<file path="config.mk">
export PLATFORM = sky130hd
export DESIGN_NAME = mem_refill_arbiter_flat
export DESIGN_NICKNAME = d
export VERILOG_FILES = /design/src/rtl/mem_refill_arbiter_if.sv /design/src/rtl/mem_refill_arbiter.sv /design/src/flat_wrapper.sv
export SDC_FILE = /design/constraint.sdc
export NUM_CORES = 1
export LEC_CHECK = 0
export ABC_AREA = 1
export CAP_MARGIN = 5
export CORE_AREA = 2 2 294 296
export DETAILED_ROUTE_END_ITERATION = 8
export DIE_AREA = 0 0 296 298
export GPL_ROUTABILITY_DRIVEN = 0
export MAX_ROUTING_LAYER = met4
export PLACE_DENSITY = 0.53
export SYNTH_ARGS = -nofsm -noshare
export SYNTH_HDL_FRONTEND = slang
export SYNTH_SLANG_ARGS = --single-unit
</file>
<file path="constraint.sdc">
create_clock -name clock -period 20.8 [get_ports clock]
set_input_delay 6.24 -clock clock [delete_from_list [all_inputs] [get_ports clock]]
set_output_delay 6.24 -clock clock [all_outputs]
set_load 0.01 [all_outputs]
</file>
<file path="src/rtl/mem_refill_arbiter_if.sv">
// Bus bundle between the refill arbiter, the two cache refill ports and the
// backing memory.
//
// Handshake: a cache raises *_req with a stable request and holds it until it
// sees *_ready. *_ready is a single-cycle pulse; for reads the matching
// *_rdata is valid in that cycle and stays unchanged until the next read on
// that port. The arbiter latches the request fields when it accepts, so they
// may change freely once the transaction has started.
interface mem_refill_arbiter_if #(
    parameter int ADDR_W = 32,
    parameter int LINE_W = 128
);
    logic              ic_req;
    logic [ADDR_W-1:0] ic_addr;
    logic              ic_ready;
    logic [LINE_W-1:0] ic_rdata;

    logic              dc_req;
    logic              dc_we;
    logic [ADDR_W-1:0] dc_addr;
    logic [LINE_W-1:0] dc_wdata;
    logic              dc_ready;
    logic [LINE_W-1:0] dc_rdata;

    logic              mem_en;
    logic              mem_we;
    logic [ADDR_W-1:0] mem_addr;
    logic [LINE_W-1:0] mem_wdata;
    logic [LINE_W-1:0] mem_rdata;

    // Arbiter side.
    modport slave (
        input  ic_req, ic_addr, dc_req, dc_we, dc_addr, dc_wdata, mem_rdata,
        output ic_ready, ic_rdata, dc_ready, dc_rdata,
               mem_en, mem_we, mem_addr, mem_wdata
    );

    // Cache and memory side.
    modport master (
        output ic_req, ic_addr, dc_req, dc_we, dc_addr, dc_wdata, mem_rdata,
        input  ic_ready, ic_rdata, dc_ready, dc_rdata,
               mem_en, mem_we, mem_addr, mem_wdata
    );
endinterface

</file>
<file path="src/rtl/mem_refill_arbiter.sv">
// Shared backing-memory port for ICache refill and DCache refill/write-back.
// One line transaction at a time: IDLE -> ACCESS (LATENCY cycles) -> RESP.
// Ties alternate between the caches; the first tie after reset goes to DC.
module mem_refill_arbiter #(
    parameter int ADDR_W  = 32,
    parameter int LINE_W  = 128,
    parameter int LATENCY = 4      // 1..15
) (
    input  logic                 clock,
    input  logic                 reset,
    mem_refill_arbiter_if.slave  bus,
    output logic                 busy,
    output logic [1:0]           dbgState
);

    typedef enum logic [1:0] {
        IDLE   = 2'd0,
        ACCESS = 2'd1,
        RESP   = 2'd2
    } stateT;

    stateT             state;
    stateT             stateNext;
    logic [3:0]        cnt;
    logic              grantDc;      // current transaction belongs to DC
    logic              lastGrantDc;  // most recent grant went to DC
    logic              weQ;
    logic [ADDR_W-1:0] addrQ;
    logic [LINE_W-1:0] wdataQ;
    logic [LINE_W-1:0] icRdataQ;
    logic [LINE_W-1:0] dcRdataQ;
    logic              accept;
    logic              pickDc;
    logic              capture;

    // State register.
    always_ff @(posedge clock or posedge reset) begin
        if (reset) begin
            state <= IDLE;
        end else begin
            state <= stateNext;
        end
    end

    // Next state, arbitration decision and per-state strobes.
    always_comb begin
        stateNext    = state;
        accept       = 1'b0;
        pickDc       = 1'b0;
        capture      = 1'b0;
        bus.mem_en   = 1'b0;
        bus.mem_we   = 1'b0;
        bus.ic_ready = 1'b0;
        bus.dc_ready = 1'b0;
        case (state)
            IDLE: begin
                if (bus.ic_req || bus.dc_req) begin
                    accept    = 1'b1;
                    // On a tie the cache that did not win last time goes first.
                    pickDc    = bus.dc_req && (!bus.ic_req || !lastGrantDc);
                    stateNext = ACCESS;
                end
            end
            ACCESS: begin
                bus.mem_en = 1'b1;
                if (cnt == 4'd0) begin
                    capture    = 1'b1;
                    bus.mem_we = weQ;
                    stateNext  = RESP;
                end
            end
            RESP: begin
                bus.ic_ready = !grantDc;
                bus.dc_ready = grantDc;
                stateNext    = IDLE;
            end
            default: stateNext = IDLE;
        endcase
    end

    // Transaction latch, access countdown and read-data capture.
    always_ff @(posedge clock or posedge reset) begin
        if (reset) begin
            cnt         <= 4'd0;
            grantDc     <= 1'b0;
            lastGrantDc <= 1'b0;
            weQ         <= 1'b0;
            addrQ       <= '0;
            wdataQ      <= '0;
            icRdataQ    <= '0;
            dcRdataQ    <= '0;
        end else begin
            if (accept) begin
                grantDc     <= pickDc;
                lastGrantDc <= pickDc;
                weQ         <= pickDc && bus.dc_we;
                addrQ       <= pickDc ? bus.dc_addr : bus.ic_addr;
                if (pickDc) begin
                    wdataQ <= bus.dc_wdata;
                end
                cnt <= 4'(LATENCY - 1);
            end else if (state == ACCESS && cnt != 4'd0) begin
                cnt <= cnt - 4'd1;
            end
            // Write-backs leave dc_rdata alone.
            if (capture && !weQ) begin
                if (grantDc) begin
                    dcRdataQ <= bus.mem_rdata;
                end else begin
                    icRdataQ <= bus.mem_rdata;
                end
            end
        end
    end

    assign bus.mem_addr  = addrQ;
    assign bus.mem_wdata = wdataQ;
    assign bus.ic_rdata  = icRdataQ;
    assign bus.dc_rdata  = dcRdataQ;
    assign busy          = (state != IDLE);
    assign dbgState      = state;

endmodule
</file>
<file path="src/flat_wrapper.sv">
// flat-port wrapper written by rule: the top's interface ports become plain ports
module mem_refill_arbiter_flat 
#(
    parameter int ADDR_W  = 32,
    parameter int LINE_W  = 128,
    parameter int LATENCY = 4              
)
  (clock, reset, busy, dbgState, bus_ic_req, bus_ic_addr, bus_dc_req, bus_dc_we, bus_dc_addr, bus_dc_wdata, bus_mem_rdata, bus_ic_ready, bus_ic_rdata, bus_dc_ready, bus_dc_rdata, bus_mem_en, bus_mem_we, bus_mem_addr, bus_mem_wdata);
  mem_refill_arbiter_if #(.ADDR_W(ADDR_W), .LINE_W(LINE_W)) bus_i ();
  input  logic clock;
  input  logic reset;
  output logic busy;
  output logic [1:0] dbgState;
  input wire logic [$bits(bus_i.ic_req)-1:0] bus_ic_req;
  input wire logic [$bits(bus_i.ic_addr)-1:0] bus_ic_addr;
  input wire logic [$bits(bus_i.dc_req)-1:0] bus_dc_req;
  input wire logic [$bits(bus_i.dc_we)-1:0] bus_dc_we;
  input wire logic [$bits(bus_i.dc_addr)-1:0] bus_dc_addr;
  input wire logic [$bits(bus_i.dc_wdata)-1:0] bus_dc_wdata;
  input wire logic [$bits(bus_i.mem_rdata)-1:0] bus_mem_rdata;
  output wire logic [$bits(bus_i.ic_ready)-1:0] bus_ic_ready;
  output wire logic [$bits(bus_i.ic_rdata)-1:0] bus_ic_rdata;
  output wire logic [$bits(bus_i.dc_ready)-1:0] bus_dc_ready;
  output wire logic [$bits(bus_i.dc_rdata)-1:0] bus_dc_rdata;
  output wire logic [$bits(bus_i.mem_en)-1:0] bus_mem_en;
  output wire logic [$bits(bus_i.mem_we)-1:0] bus_mem_we;
  output wire logic [$bits(bus_i.mem_addr)-1:0] bus_mem_addr;
  output wire logic [$bits(bus_i.mem_wdata)-1:0] bus_mem_wdata;
  assign bus_i.ic_req = bus_ic_req;
  assign bus_i.ic_addr = bus_ic_addr;
  assign bus_i.dc_req = bus_dc_req;
  assign bus_i.dc_we = bus_dc_we;
  assign bus_i.dc_addr = bus_dc_addr;
  assign bus_i.dc_wdata = bus_dc_wdata;
  assign bus_i.mem_rdata = bus_mem_rdata;
  assign bus_ic_ready = bus_i.ic_ready;
  assign bus_ic_rdata = bus_i.ic_rdata;
  assign bus_dc_ready = bus_i.dc_ready;
  assign bus_dc_rdata = bus_i.dc_rdata;
  assign bus_mem_en = bus_i.mem_en;
  assign bus_mem_we = bus_i.mem_we;
  assign bus_mem_addr = bus_i.mem_addr;
  assign bus_mem_wdata = bus_i.mem_wdata;
  mem_refill_arbiter #(.ADDR_W(ADDR_W), .LINE_W(LINE_W), .LATENCY(LATENCY)) u_core (.clock(clock), .reset(reset), .bus(bus_i), .busy(busy), .dbgState(dbgState));
endmodule
</file>
# Word level (Yosys, flattened, before mapping)
# Index checks and enable logic that the tools add are counted.
dict set report op_classes {
  n_mux 17
  reduce_logical 18
  n_bitwise 1
  eq_ne 4
  addsub 1
}
# op n
set op_table {}
lappend op_table {{32-bit 2-to-1 mux} 1}
lappend op_table {{1-bit 2-to-1 mux} 11}
lappend op_table {{4-bit 2-to-1 mux} 2}
lappend op_table {{2-bit AND reduction} 4}
lappend op_table {{1-bit logical AND} 4}
lappend op_table {{4-bit logical NOT} 1}
lappend op_table {{2-bit 2-to-1 mux} 2}
lappend op_table {{2-bit by 1-bit != test with 1-bit output (second input constant)} 2}
lappend op_table {{2-bit case mux with 2 select lines} 1}
lappend op_table {{2-bit nonzero test} 2}
lappend op_table {{4-bit nonzero test} 1}
lappend op_table {{4-bit by 1-bit subtractor with 4-bit output (second input constant)} 1}
lappend op_table {{1-bit logical NOT} 3}
lappend op_table {{2-bit by 1-bit == test with 1-bit output (second input constant)} 1}
lappend op_table {{2-bit == test (second input constant)} 1}
lappend op_table {{2-bit logical NOT} 1}
lappend op_table {{1-bit logical OR} 2}
lappend op_table {{1-bit inverter} 1}
dict set report word_totals {
  ff_bits 424
  out_inout_bits 423
  inputBits 325
}

# Longest topological paths before layout
# Gate-level depths: netlist (run 1).
dict set report depth {
  depth_word 6
  mapped_depth 9
  mapped_depth_nobuf 7
}

# Worst setup path before layout (run 1)
# Ideal clock, no wire load.
dict set report synth_timing {
  path_type {reg2out}
  start {register u_core.grantDc}
  end {output port bus_dc_ready}
  n_path_buf 3
  path_slack_ps 13421
  required_ps 14560
  t_arrival_ps 1139
  path_stages_with_launch 6
  cell_sequence {dfrtp_1 > buf_2 > inv_1 > buf_2 > buf_1 > nor3_1}
}
dict set report synth_via {
  elab_chain_len 1
}
# element line
set synth_rtl {}
lappend synth_rtl {{start: declaration} mem_refill_arbiter.sv:25} ;# logic grantDc;
lappend synth_rtl {{start signal: assignment} mem_refill_arbiter.sv:94} ;# grantDc <= pickDc;
lappend synth_rtl {{1-bit 2-to-1 mux} mem_refill_arbiter.sv:55} ;# case (state)
lappend synth_rtl {{end: declaration} flat_wrapper.sv:23} ;# output wire logic [$bits(bus_i.dc_ready)-1:0] bus_dc_ready;
# No other way between the ends.

# Worst setup path in the final report (run 1)
# Same ends and word-level chain as after synthesis.

==> summary.md, run 1 <==
| Metric | Value |
|---|---|
| Most frequent CP cell | buf_4 |
| Die Width | 296 um |
| GRT Total Usage | 0.155 |
| CP required | roughly 15 ns |
| Leakage | 13.2 nW |
| RSZ-0062 raised after global routing | false |
| Std-Cell Rows | roughly 110 |
| Drt pass-1 iters | 5 |
| DIE AREA | 88200 sq um |
| Switch share | 0.374 |
| Crit-path cells | buf_4 > inv_4 > nor3_1 > buf_4 > clkdlybuf4s50_1 |
| Routed WL per cell | 17.9 um |
| Seq/Total Area, Yosys | 0.599 |
| Reg clk slew, reported paths | 0.06 ns |
| Logic pwr share | 0.450 |
| Layout Area Growth over Synthesis | 57.3% |
| Number of H-tree levels | 2 |
| Synth Net Count | approximately 2300 |
| Number of max-cap violations | 0 |
| Slew Limit Fails | 0 |
| Synth Instances | just over 2000 |
| Initial antenna violation count | 7 |
| DRT iter0 DRCs | approximately 840 |
| Period utilization | 0.476 |
| Count of final setup violators | 0 |
| Worst setup EP type | output port |
| Cell Count Post-Placement | 3764 |
| Vias per cell | 4.18 |
| TritonCTS clock tree | built |
| Number of buffers added on ports | 747 |
| Critical Path Start Type | flip-flop |
| DRC viols | 0 |
| Initial core utilization | 0.209 |
| Chip height | 298 um |
| Worst slew pin tran | 1.22 ns |
| CP peak stage delay | approximately 0.69 ns |
| NetSw | 0.00164 W |
| Setup CP Type | reg2out |
| Final hold vios | 0 |
| Power Density | 158 nW/um^2 |
| Total Wirelength | approximately 70000 um |
| Post-CTS Setup Inserts | 0 |
| Max FO, Critical Path | 68 |
| Post-Syn Area | between 15000 and 20000 sq um |
| CTS root buf | clkbuf_16 |
| First-pass GRT wire length | 102000 um |
| Final nets | 2999 |
| Clk_skew | roughly 0.027 ns |
| Synth cell types | 23 |
| Fin crit period | 9.90 ns |
| DP HPWL | 47800 um |
| Later-pin clock latency in the skew report | roughly 0.6 ns |
| Fin cells | 3861 |
| Setup_tns | 0 ns |
| Remaining antenna violation count | 0 |
| DR vias | 16100 |
| Internal Dissipation | 0.00275 W |
| Sequential share of power | 0.337 |
| Layout cells sized above 1 | 0.0402 |
| Max-slew headroom | 0.189 |
| Largest net degree at the start of global routing | approximately 250 |
| Yosys warning total | 0 |
| Slowest-stage cell, CP | buf_4 |
| Ports | 748 |
| Status | complete, no violations |
| Maximum vdd ir drop | 0.0595 mV |
| # hold bufs at CTS | 0 |
| Vias in the first global route | around 16000 |
| Syn avg cell area | 8.80 sq um |
| Hold Path Class | reg2reg |
| CTS resizes | 0 |
| Number of CTS-inserted buffers | 50 |
| FMAX | around 100 MHz |
| Total grt overflow | 0 |
| CP Data Arrival Time | 3.66 ns |
| Clock sink count | 424 |
| Clk buf depth | 3 |
| Clk pwr share | 0.214 |
| Yosys reg bits | approximately 420 |
| Core footprint | 84900 sq um |
==> synthesized netlist by cell type, drive strengths merged <==
cell	number	area share
o211ai	1	0.00042
nand4	291	0.10
clkinv	1	0.00021
dfrtp	424	0.60
a21oi	1	0.00028
inv	202	0.043
clkbuf	78	0.017
nor2	5	0.0016
buf	84	0.026
nand2	749	0.16
xor2	1	0.00049
nand3	38	0.011
o22ai	1	0.00035
ha	2	0.0014
nor3	3	0.00085
o21ai	130	0.037
==> worst paths after layout <==
path / from / endpoint / slack, ns / depth (start not counted)
setup / recovery: u_core.grantDc / bus_dc_ready / 10.90 / 5
hold / removal: u_core.bus.dc_rdata[97] / u_core.bus.dc_rdata[97] / 0.46 / 2
setup reg to reg: u_core.grantDc / u_core.bus.ic_rdata[11] / 16.84 / 6
hold reg to reg: u_core.bus.dc_rdata[97] / u_core.bus.dc_rdata[97] / 0.46 / 2
max in group asynchronous: reset / u_core.grantDc / 11.62 / 5
min in group asynchronous: reset / u_core.bus.dc_rdata[122] / 6.16 / 2
==> layer usage <==
metal  part of all wire  GRT usage  wire length [um]
met2               0.47      0.251             32800
met3              0.092     0.0508              6340
met4              0.032     0.0506              2240
met1               0.40      0.179             27800
met5                  0          -                 0
==> stage by stage <==
stage / instance area (sq um) / power, W / utilization / hold slack (ns) / setup WS (ns)
CTS: 27800 / 0.00446 / 0.328 / 0.472 / 10.78
global route: 27900 / 0.00469 / 0.328 / 0.484 / 10.70
finish: 27900 / 0.00439 / 0.328 / 0.465 / 10.90
floorplan: 17700 / 0.00229 / - / 0.465 / 2.76
global placement: 26100 / 0.00348 / 0.308 / 0.452 / 10.75
detailed placement: 26100 / 0.00349 / 0.308 / 0.457 / 10.75
==> power groups by stage <==
stage	sequential (W)	clock, W	combinational [W]
2_1_floorplan	0.00165	0	0.000643
3_3_place_gp	0.00148	0	0.00200
3_5_place_dp	0.00148	0	0.00201
4_1_cts	0.00148	0.000969	0.00202
5_1_grt	0.00153	0.00100	0.00216
6_report	0.00148	0.000938	0.00198
==> cell families (layout without fill, tap and decap cells) <==
family | Yosys count | count (layout) | share of synthesized area
and+or+nand+nor | 1086 | 1086 | 0.275
DFF | 424 | 424 | 0.599
buffers and inverters | 365 | 1065 | 0.0860
AOI/OAI and AO/OA | 133 | 133 | 0.0378
adders and majority gates | 2 | 2 | 0.00141
xor gates and xnor gates | 1 | 1 | 0.000495
other | 0 | 6 | 0
==> cell usage in the layout, fill, tap and decap left out, types with 2 or more instances in the layout <==
| cell | netlist | routed |
|---|---|---|
| clkdlybuf4s50_1 | 0 | 747 |
| bufinv_16 | 0 | 7 |
| clkinv_2 | 0 | 5 |
| dfrtp_1 | 424 | 423 |
| nor2_4 | 1 | 2 |
| o21ai_1 | 41 | 40 |
| nand2_1 | 748 | 748 |
| nor2_1 | 3 | 3 |
| o21ai_0 | 89 | 89 |
| buf_4 | 20 | 22 |
| inv_8 | 0 | 2 |
| nand4_1 | 291 | 291 |
| diode_2 | 0 | 6 |
| clkbuf_16 | 0 | 51 |
| inv_1 | 200 | 198 |
| nor3_1 | 3 | 3 |
| clkbuf_8 | 0 | 9 |
| nand3_1 | 38 | 37 |
| ha_1 | 2 | 2 |
| clkbuf_1 | 78 | 16 |
| buf_12 | 0 | 2 |
==> cell type report <==
type	count	area, sq um
clock buffers	76	1460
well taps	1144	1430
fillers	8982	57000
clock inverters	15	272
diodes	6	15.0
repair buffers	771	7680
inverters	203	779
multi-input cells	1222	5600
flip-flops and latches	424	10600
==> state kept, by name (all words and copies together) (netlist names) <==
name                  flops
u_core.bus.dc_rdata     128
u_core.bus.ic_rdata     128
u_core.bus.mem_wdata    128
u_core.bus.mem_addr      32
u_core.cnt                4
u_core.dbgState           2
u_core.grantDc            1
u_core.weQ                1
==> worst max-delay path: cells and delay by family, from the launching register on <==
kind	cells	cell delay, ns
flops	1	0.57
buf+inv	4	1.93
simple gates	1	0.50
(Power assumes the default switching activity.)
==> inputs of run 2 (changes only) <==
--- a/config.mk
+++ b/config.mk
@@ -12,7 +12,7 @@
 export DIE_AREA = 0 0 296 298
 export GPL_ROUTABILITY_DRIVEN = 0
 export MAX_ROUTING_LAYER = met4
-export PLACE_DENSITY = 0.53
+export PLACE_DENSITY = 0.55
 export SYNTH_ARGS = -nofsm -noshare
 export SYNTH_HDL_FRONTEND = slang
 export SYNTH_SLANG_ARGS = --single-unit
==> constraint.sdc (replaced) <==
create_clock -name clock -period 9.05 [get_ports clock]
set_input_delay 2.715 -clock clock [delete_from_list [all_inputs] [get_ports clock]]
set_output_delay 2.715 -clock clock [all_outputs]
set_load 0.01 [all_outputs]
==> run 2 against run 1 <==
Net effect: the run now ends with design-rule violations left; combinational power up 130%; cell area down 0.24%; via count up 0.22%; clock skew is 0.015 ns lower; critical endpoint is now bus_mem_we; register-to-register slack worse by 11 ns; die area unchanged; count of clock-buffer cells in the layout up 1; setup slack got worse by 7.0 ns; critical path depth down 1; sequential share of layout area is 0.091 points higher; total power rose by 130%.
==> summary.md, run 2 (synthesis gave the netlist of run 1 again) <==
| Metric | Value |
|---|---|
| Status | complete, but fails checks |
| Failing checks | design-rule violations |
| Worst slew pin tran | 1.12 ns |
| Min-delay src | u_core.bus.ic_rdata[98] |
| Initial core utilization | 0.209 |
| Total Wirelength | 70500 um |
| Clk_skew | 0.0124 ns |
| Layout cells sized above 1 | 0.0406 |
| Layout Area Growth over Synthesis | 57.0% |
| Setup_tns | 0 ns |
| Max FO, Critical Path | 4 |
| CTS root buf | clkbuf_16 |
| Power Density | 360 nW/um^2 |
| GRT met2 Usage | 0.261 |
| Reg2reg end | u_core.bus.dc_rdata[38] |
| Remaining antenna violation count | 0 |
| Routed WL per cell | 18.3 um |
| Placement Cell Area | between 20000 and 30000 sq um |
| Leakage | 13.1 nW |
| Critical Path Start Type | flip-flop |
| CP required | about 6.3 ns |
| DIE AREA | a little under 90000 sq um |
| Number of max-cap violations | 0 |
| Clk buf depth | 3 |
| Worst hold slack | 0.466 ns |
| Fin cells | 3860 |
| Std-Cell Rows | 107 |
| Reg clk slew, reported paths | 0.06 ns |
| Max-slew headroom | 0.252 |
| Initial antenna violation count | 5 |
| Later-pin clock latency in the skew report | 0.59 ns |
| Reg-to-reg setup timing slack | 5.39 ns |
| CP peak stage delay | around 0.74 ns |
| Post-CTS Setup Inserts | 0 |
| Cell Count Post-Placement | ~3800 |
| Number of buffers added on ports | 747 |
| Chip height | about 300 um |
| RSZ-0062 raised after global routing | false |
| Hold path cells | 2 |
| Setup CP Type | reg2out |
| Hold Path Class | reg2reg |
| Die Width | 296 um |
| Number of CTS-inserted buffers | 51 |
| Design Area, Final | 27800 sq um |
| Met1 usage | 0.183 |
| Met3 GRT Util | 0.0521 |
| Filler cell count | 8974 |
| Worst setup EP type | output port |
| # hold bufs at CTS | 0 |
| GRT Total Usage | 0.158 |
| Slew Limit Fails | 0 |
| Period utilization | 0.569 |
| Drt pass-1 iters | 9 |
| Total grt overflow | 0 |
| Count of final setup violators | 0 |
| GRT busiest layer | met2 |
| Clock sink count | 424 |
| First-pass GRT wire length | 104000 um |
| Worst-case hold path end point | u_core.bus.ic_rdata[98] |
| Largest net degree at the start of global routing | between 200 and 250 |
| Final nets | 2999 |
| Total power | about 0.010 W |
| Slowest-stage cell, CP | clkdlybuf4s50_1 |
| TritonCTS clock tree | built |
| DP HPWL | 48800 um |
| DRC viols | 4 |
| Most frequent cells in the layout | nand2_1, clkdlybuf4s50_1, dfrtp_1, nand4_1, inv_1 |
| CTS resizes | 0 |
| DRT iter0 DRCs | 839 |
| Vias in the first global route | 16000 |
| DR vias | roughly 16000 |
| Ports | between 700 and 800 |
| Maximum vdd ir drop | 0.154 mV |
| Number of H-tree levels | 2 |
| Most common cell after layout, fill and taps aside | nand2_1 |
| Reg2Reg Depth | 6 |
| RR Startpoint | u_core.grantDc |
| Fin crit period | 5.15 ns |
| Crit-path cells | inv_1 > nand2_1 > nor3_1 > clkdlybuf4s50_1 |
| Vias per cell | around 4.2 |
| Core footprint | 84900 sq um |
| Final hold vios | 0 |
| FMAX | 194 MHz |
| CP Data Arrival Time | 2.44 ns |
run 2: cell types whose count changed in the layout (fill, tap and decap cells not counted), sizes merged:
cell	delta
clkbuf	+1
clkinv	+5
diode	-1
bufinv	-5
clkinvlp	+1
buf	-1
inv	-1
run 2: worst max path at each step:
stage	start	endpoint	slack (ns)	cells past startpoint
2_1_floorplan	reset	u_core.bus.dc_rdata[0]	0.61	1
3_3_place_gp	bus_ic_req	u_core.bus.mem_addr[2]	3.39	7
3_5_place_dp	bus_ic_req	u_core.bus.mem_wdata[122]	3.36	5
4_1_cts	u_core.grantDc	bus_dc_ready	3.75	3
5_1_grt	bus_ic_req	u_core.bus.mem_wdata[66]	3.72	5
6_report	u_core.dbgState[1]	bus_mem_we	3.90	4
run 2: cell type report:
type | instances | area [sq um] | area share
well taps | 1144 | 1430 | 0.0515
diodes | 5 | 12.5 | 0.000450
clock buffers | 77 | 1500 | 0.0538
repair buffers | 770 | 7710 | 0.278
flip-flops and latches | 424 | 10600 | 0.382
clock inverters | 15 | 146 | 0.00527
multi-input cells | 1222 | 5600 | 0.202
inverters | 203 | 776 | 0.0279
run 2: metal layers:
metal,wire length (um),part of all wire,up-vias
met1,27900,0.40,7596
met4,1920,0.027,0
li1,-,-,7859
met3,6530,0.092,103
met2,34200,0.48,609
met5,0,0,-
run 2: power by group:
group	switching, W	internal (W)	leakage [nW]	total (W)
Clock	0.000849	0.00119	0.810	0.00204
Combinational	0.00239	0.00217	7.21	0.00456
Sequential	0.000549	0.00285	5.11	0.00339
run 2: metrics by stage:
step / setup slack, ns / util
3_3_place_gp: 3.39 / 0.308
5_1_grt: 3.72 / 0.327
4_1_cts: 3.75 / 0.327
2_1_floorplan: 0.614 / -
3_5_place_dp: 3.36 / 0.308
6_report: 3.90 / 0.327
run 2: worst max-delay path: cells and delay by family, from the launching register on:
kind / cells / cell delay (ns)
and+or+nand+nor: 2 / 0.45
DFF: 1 / 0.50
buffers and inverters: 2 / 0.90
